===== config.mk =====
export PLATFORM = sky130hd
export DESIGN_NAME = afifo_wptr_ctrl
export DESIGN_NICKNAME = d
export VERILOG_FILES = /design/src/rtl/afifo_wptr_ctrl.sv
export SDC_FILE = /design/constraint.sdc
export NUM_CORES = 1
export LEC_CHECK = 0
export CORE_UTILIZATION = 42
export CTS_CLUSTER_DIAMETER = 120
export CTS_CLUSTER_SIZE = 24
export DETAILED_ROUTE_END_ITERATION = 10
export PLACE_DENSITY = 0.79
export SLEW_MARGIN = 15
export SYNTH_ARGS = -nofsm -noshare
export SYNTH_HDL_FRONTEND = slang
export SYNTH_SLANG_ARGS = --single-unit
export TNS_END_PERCENT = 50

===== constraint.sdc =====
create_clock -name wclk -period 3.3 [get_ports wclk]
set_clock_uncertainty 0.2 [all_clocks]
set_input_delay 0.66 -clock wclk [delete_from_list [all_inputs] [get_ports wclk]]
set_output_delay 0.66 -clock wclk [all_outputs]
set_load 0.01 [all_outputs]

===== src/rtl/afifo_wptr_ctrl.sv =====
// Write-domain pointer and flag controller for the async FIFO: binary/Gray write
// pointer, read-pointer synchronizer, and full / almost-full / level / overflow flags.
module afifo_wptr_ctrl #(
  parameter int ADDR_WIDTH   = 4,
  parameter int AFULL_THRESH = 2,
  parameter int SYNC_STAGES  = 2
) (
  input  logic                  wclk,
  input  logic                  wrst_n,
  input  logic                  winc,
  input  logic                  wovf_clr,
  input  logic [ADDR_WIDTH:0]   rptr_gray_async,
  output logic                  wen,
  output logic [ADDR_WIDTH-1:0] waddr,
  output logic [ADDR_WIDTH:0]   wptr_gray,
  output logic                  wfull,
  output logic                  walmost_full,
  output logic [ADDR_WIDTH:0]   wlevel,
  output logic                  wovf
);

  localparam int PW    = ADDR_WIDTH + 1;
  localparam int DEPTH = 2 ** ADDR_WIDTH;
  localparam logic [PW-1:0] AFULL_LEVEL = PW'(DEPTH - AFULL_THRESH);

  logic [PW-1:0] wbin;
  logic [PW-1:0] wbin_next;
  logic [PW-1:0] wgray_next;
  logic [PW-1:0] rq_sync;
  logic [PW-1:0] rbin_sync;
  logic [PW-1:0] level_next;
  logic [PW-1:0] full_cmp;
  logic [PW-1:0] sync_q [SYNC_STAGES];
  logic          push;

  function automatic logic [PW-1:0] bin2gray(input logic [PW-1:0] b);
    return b ^ (b >> 1);
  endfunction

  function automatic logic [PW-1:0] gray2bin(input logic [PW-1:0] g);
    logic [PW-1:0] b;
    b[PW-1] = g[PW-1];
    for (int i = PW - 2; i >= 0; i--) b[i] = b[i+1] ^ g[i];
    return b;
  endfunction

  assign push       = winc & ~wfull;
  // No write is accepted while reset is held, so the memory must not see one either.
  assign wen        = push & wrst_n;
  assign wbin_next  = wbin + {{ADDR_WIDTH{1'b0}}, push};
  assign wgray_next = bin2gray(wbin_next);
  assign rq_sync    = sync_q[SYNC_STAGES-1];
  assign rbin_sync  = gray2bin(rq_sync);
  assign level_next = wbin_next - rbin_sync;
  assign full_cmp   = {~rq_sync[PW-1:PW-2], rq_sync[PW-3:0]};
  assign waddr      = wbin[ADDR_WIDTH-1:0];

  always_ff @(posedge wclk) begin
    if (!wrst_n) begin
      wbin         <= '0;
      wptr_gray    <= '0;
      wfull        <= 1'b0;
      walmost_full <= 1'b0;
      wlevel       <= '0;
      wovf         <= 1'b0;
      for (int i = 0; i < SYNC_STAGES; i++) sync_q[i] <= '0;
    end else begin
      sync_q[0] <= rptr_gray_async;
      for (int i = 1; i < SYNC_STAGES; i++) sync_q[i] <= sync_q[i-1];
      wbin         <= wbin_next;
      wptr_gray    <= wgray_next;
      wfull        <= (wgray_next == full_cmp);
      walmost_full <= (level_next >= AFULL_LEVEL);
      wlevel       <= level_next;
      // A dropped write on the same edge as a clear keeps the error visible.
      if (winc && wfull)  wovf <= 1'b1;
      else if (wovf_clr)  wovf <= 1'b0;
    end
  end

endmodule


-- Yosys cells after proc, flatten, opt, wreduce, memory -nomap -nowiden
Memories as Yosys holds them, arrays and structs flattened.
Index checks and enable logic that the tools add are counted.
- add/sub/neg operators: 2
- magnitude comparators: 1
- equality and inequality tests: 1
- mux-type cells: 6
- bitwise logic cells: 11
- reductions and logical operators: 2
- operator list (cell ; number):
    5-bit two-way mux ; 2
    5-bit by 1-bit adder with 5-bit output ; 1
    5-bit == test ; 1
    5-bit by 4-bit greater-or-equal comparator with 1-bit output, second input constant ; 1
    5-bit subtractor ; 1
    5-bit by 4-bit bitwise XOR with 5-bit output ; 1
    1-bit two-way mux ; 4
    1-bit bitwise XOR ; 4
    1-bit bitwise AND ; 2
    2-bit NOT ; 1
    1-bit bitwise OR ; 2
    2-bit nonzero test ; 1
    1-bit logical AND ; 1
    1-bit NOT ; 1
- flip-flop bits (word level): 18
- bits in writable memories: 10
- output and inout port bits: 18
- memories: 1
- memory list (name ; words ; bits a word ; rd ports ; clocked after memory_dff ; write ports ; RTL line ; source):
    sync_q ; 2 ; 5 ; 2 ; 0 ; 2 ; 33 ; logic [PW-1:0] sync_q [SYNC_STAGES];

-- Longest topological paths before layout
- word-level depth: 6
- gate-level depth with buffers: 11
- mapped depth without buffers: 11

-- Worst setup path after synthesis
Ideal clock, no wire load.
- kind: input to register
- from: input winc
- to: register wlevel[3]
- library setup time: 115 ps
- arrival time: 2458 ps
- required time: 2985 ps
- path slack: 527 ps
- cell stages on the path: 9
- path buffers: 0
- cell sequence: nor2b_1 > ha_1 > nand2_1 > xor2_1 > inv_1 > ha_1 > o21a_1 > or3_1 > and3_1
- longest elaborated chain between the ends: 3
- ends and longest elaborated chain (item ; RTL line ; source):
    start: declaration ; 10 ; input logic winc,
    1-bit bitwise AND ; 47 ; assign push = winc & ~wfull;
    5-bit by 1-bit adder with 5-bit output ; 50 ; assign wbin_next = wbin + {{ADDR_WIDTH{1'b0}}, push};
    named net wbin_next[2] ; 27 ; logic [PW-1:0] wbin_next;
    5-bit subtractor ; 54 ; assign level_next = wbin_next - rbin_sync;
    end signal: assignment ; 74 ; wlevel <= level_next;
    end: declaration ; 18 ; output logic [ADDR_WIDTH:0] wlevel,
The timed path passes the listed nets, and every way through them passes these cells.
A chain may end at the register's enable or synchronous reset.

-- Worst setup path in the final report
- from: input winc
- to: output wen
- longest elaborated chain between the ends: 2
- ends and longest elaborated chain (item ; RTL line ; source):
    1-bit bitwise AND ; 47 ;
    1-bit bitwise AND ; 49 ; assign wen = push & wrst_n;
    end: declaration ; 13 ; output logic wen,
Every way passes these cells.

==> qor.txt <==
NumNets Final -> 168
Synth area leaders -> dfxtp_1 43%, and2_1 8.4%, xnor2_1 7.6%
Area Growth Syn to Fin -> 27.9%
ANT cells -> 0
Setup crit end kind -> output port
Avg Synthesized Cell Area -> 10.7 um2
Initial antenna violation count -> 0
Die area -> 3220 um2
Post-synth EDFFs -> 0
Yosys top cell by area -> dfxtp_1
Sw frac -> 0.274
Sw Pwr -> 194 uW
Final ANT Viol Nets -> 0
Total clock sinks -> 27
Internal power -> 514 uW
Wire per inst -> 11.7 um
Die height -> 56.8 um
Post-CTS sizing -> 0
Layout cell share with drive strength beyond 1 -> 0.106
Max_cap viols -> 0
Unrepaired setup endpoints after global routing -> no
Worst-Margin Slew -> 0.477 ns
CTS root buf -> clkbuf_4
Synth Register Bits -> 27
Worst-skew pair later-pin latency -> 0.32 ns
Critical Path AT -> 2.17 ns
Clock Power Share -> 0.203
Maximum root-to-sink buffer count -> 2
Final Non-Filler Cells -> 182
Post-CTS Setup Bufs -> 0
Placed Instances -> 178
GRT overflow -> 0
Fmax -> 330 MHz
Post-Route Utilization -> 0.574
First-pass GRT wire length -> 3780 um
Post-Route WL -> 2130 um
Synth Instances -> 118
CP cell instances -> clkdlybuf4s50_1 > nor2b_1 > buf_4 > and2_1 > clkdlybuf4s50_1
Crit path buf inv count -> 3
TritonCTS buffer count -> 3
Routed vias/inst -> 4.81
Seq/Total Area, Yosys -> 0.429
Clk slew on worst S/H paths -> 0.14 ns
P_leak -> 0.662 nW
Routability Congestion -> 0.861
Crit Path Category -> input pin to output port
Minimum clock period -> 3.03 ns
Min-Delay Path Class -> flip-flop to flip-flop
I/O Pins -> 27
Vias in the first global route -> 861
CP required -> 2.44 ns
Count leader, synth -> dfxtp_1
VDD IR max -> 232 uV
CP dominant cell by count -> clkdlybuf4s50_1
Asr flop ratio synth -> 0
Warnings from Yosys -> 0
Critical path's slowest cell -> clkdlybuf4s50_1
Setup violators final -> 0
Tot Pwr -> 708 uW
Crit-path max cell delay -> 0.55 ns
Relative slew slack -> 0.682
DRC errors left -> 8
Hold buffers post-CTS -> 0
Max Slew Vio Count -> 0
Delay-heaviest family, CP -> buffers and inverters
CTS tree -> yes
Combinational share of power -> 0.277
Worst Setup Start Kind -> input pin
Initial DRC count -> 15
Port Buffer Count -> 26
Outcome -> complete, but fails checks
Sequential Power Share -> 0.519
Via Count -> 876
Main synth FF type -> dfxtp_1
Largest net degree at the start of global routing -> 28
Final setup TNS -> 0 ns
Fin crit share -> 0.918
Filler cell count -> 253
Failing checks -> design-rule violations
Drt pass-1 iters -> 8
Yosys top cell area share -> 0.429
Gr usage total -> 0.151
Die W -> 56.8 um
# rows -> 19
Mapped cell area -> 1260 um2
Post-detail-place hpwl -> 1640 um
Synth cell types -> 31
Starting Density -> 0.449
P per Cell Area -> 440 nW/um2
Synth top cells by count -> 27 x dfxtp_1, 17 x and2_1, 11 x xnor2_1
CTS HTree Levels -> 1
Endpoints failing hold -> 0
Crit path max fanout -> 2
Net Count, Synth -> 134
Core ar. -> 2810 um2
-- kinds of logic (layout without fill, tap and decap cells) --
| group | count (synthesis) | count (layout) | share of synthesized area |
|---|---|---|---|
| xor+xnor | 22 | 22 | 0.168 |
| flops | 27 | 27 | 0.429 |
| compound gates | 9 | 9 | 0.0506 |
| simple gates | 42 | 42 | 0.232 |
| buf+inv | 11 | 44 | 0.0447 |
| fa+ha+maj | 7 | 7 | 0.0755 |
-- power by group through the flow --
stage	clock [mW]	sequential (mW)	combinational (mW)
after floorplan	0	0.382	0.108
after global placement	0	0.374	0.192
after detailed placement	0	0.376	0.198
after CTS	0.147	0.368	0.199
after global routing	0.165	0.372	0.215
final	0.144	0.368	0.196
-- per-stage QoR --
step                cell area (um2)  hold slack (ns)  setup slack, ns
global route                   1610            0.272            0.200
floorplan                      1260            0.212            0.527
detailed placement             1590            0.218          0.00233
CTS                            1610            0.250            0.282
finish                         1610            0.249            0.270
global placement               1590            0.214           0.0871
-- state kept, by name, indices dropped and copies added (netlist names) --
signal        flops
wovf              1
wptr_gray         5
walmost_full      1
wbin              4
sync_q           10
wlevel            5
wfull             1
-- cell type report --
type                       instances  area, um2  share of cell area
clock buffer                       4       26.3              0.0163
inverter                           6       22.5              0.0140
sequential                        27        541               0.335
multi-input combinational         80        663               0.411
tap                               31       38.8              0.0241
timing repair buffer              34        320               0.199
-- path summary, 6_finish.rpt --
kind,end,start,cells after the start,slack (ns)
worst max-delay path,wen,winc,5,0.27
worst min-delay path,sync_q[0][6],sync_q[0][1],1,0.25
worst max register to register,walmost_full,sync_q[0][9],11,0.53
worst min register to register,sync_q[0][6],sync_q[0][1],1,0.25
-- cells in the final DEF, fill, tap and decap left out, drive strengths merged --
cell,n
dfxtp,27
clkdlybuf4s50,26
and2,17
xnor2,11
xor2,11
nor2b,9
buf,8
inv,6
ha,6
a21boi,4
clkbuf,4
nand3,2
nand2,2
nand4b,2
and3,2
o21a,1
o21ai,1
or3,1
nand4,1
o221ai,1
and4b,1
nor3b,1
nor4,1
nor4b,1
a21o,1
a21oi,1
nand2b,1
and2b,1
fa,1
-- per-layer routing --
metal,vias up,wire length [um],track usage
li1,445,-,-
met1,407,941,0.192
met2,22,1080,0.259
met3,2,91,0.0300
met4,0,17,0.0418
met5,-,0,0
No activity file was read; power rests on OpenSTA's default activity.
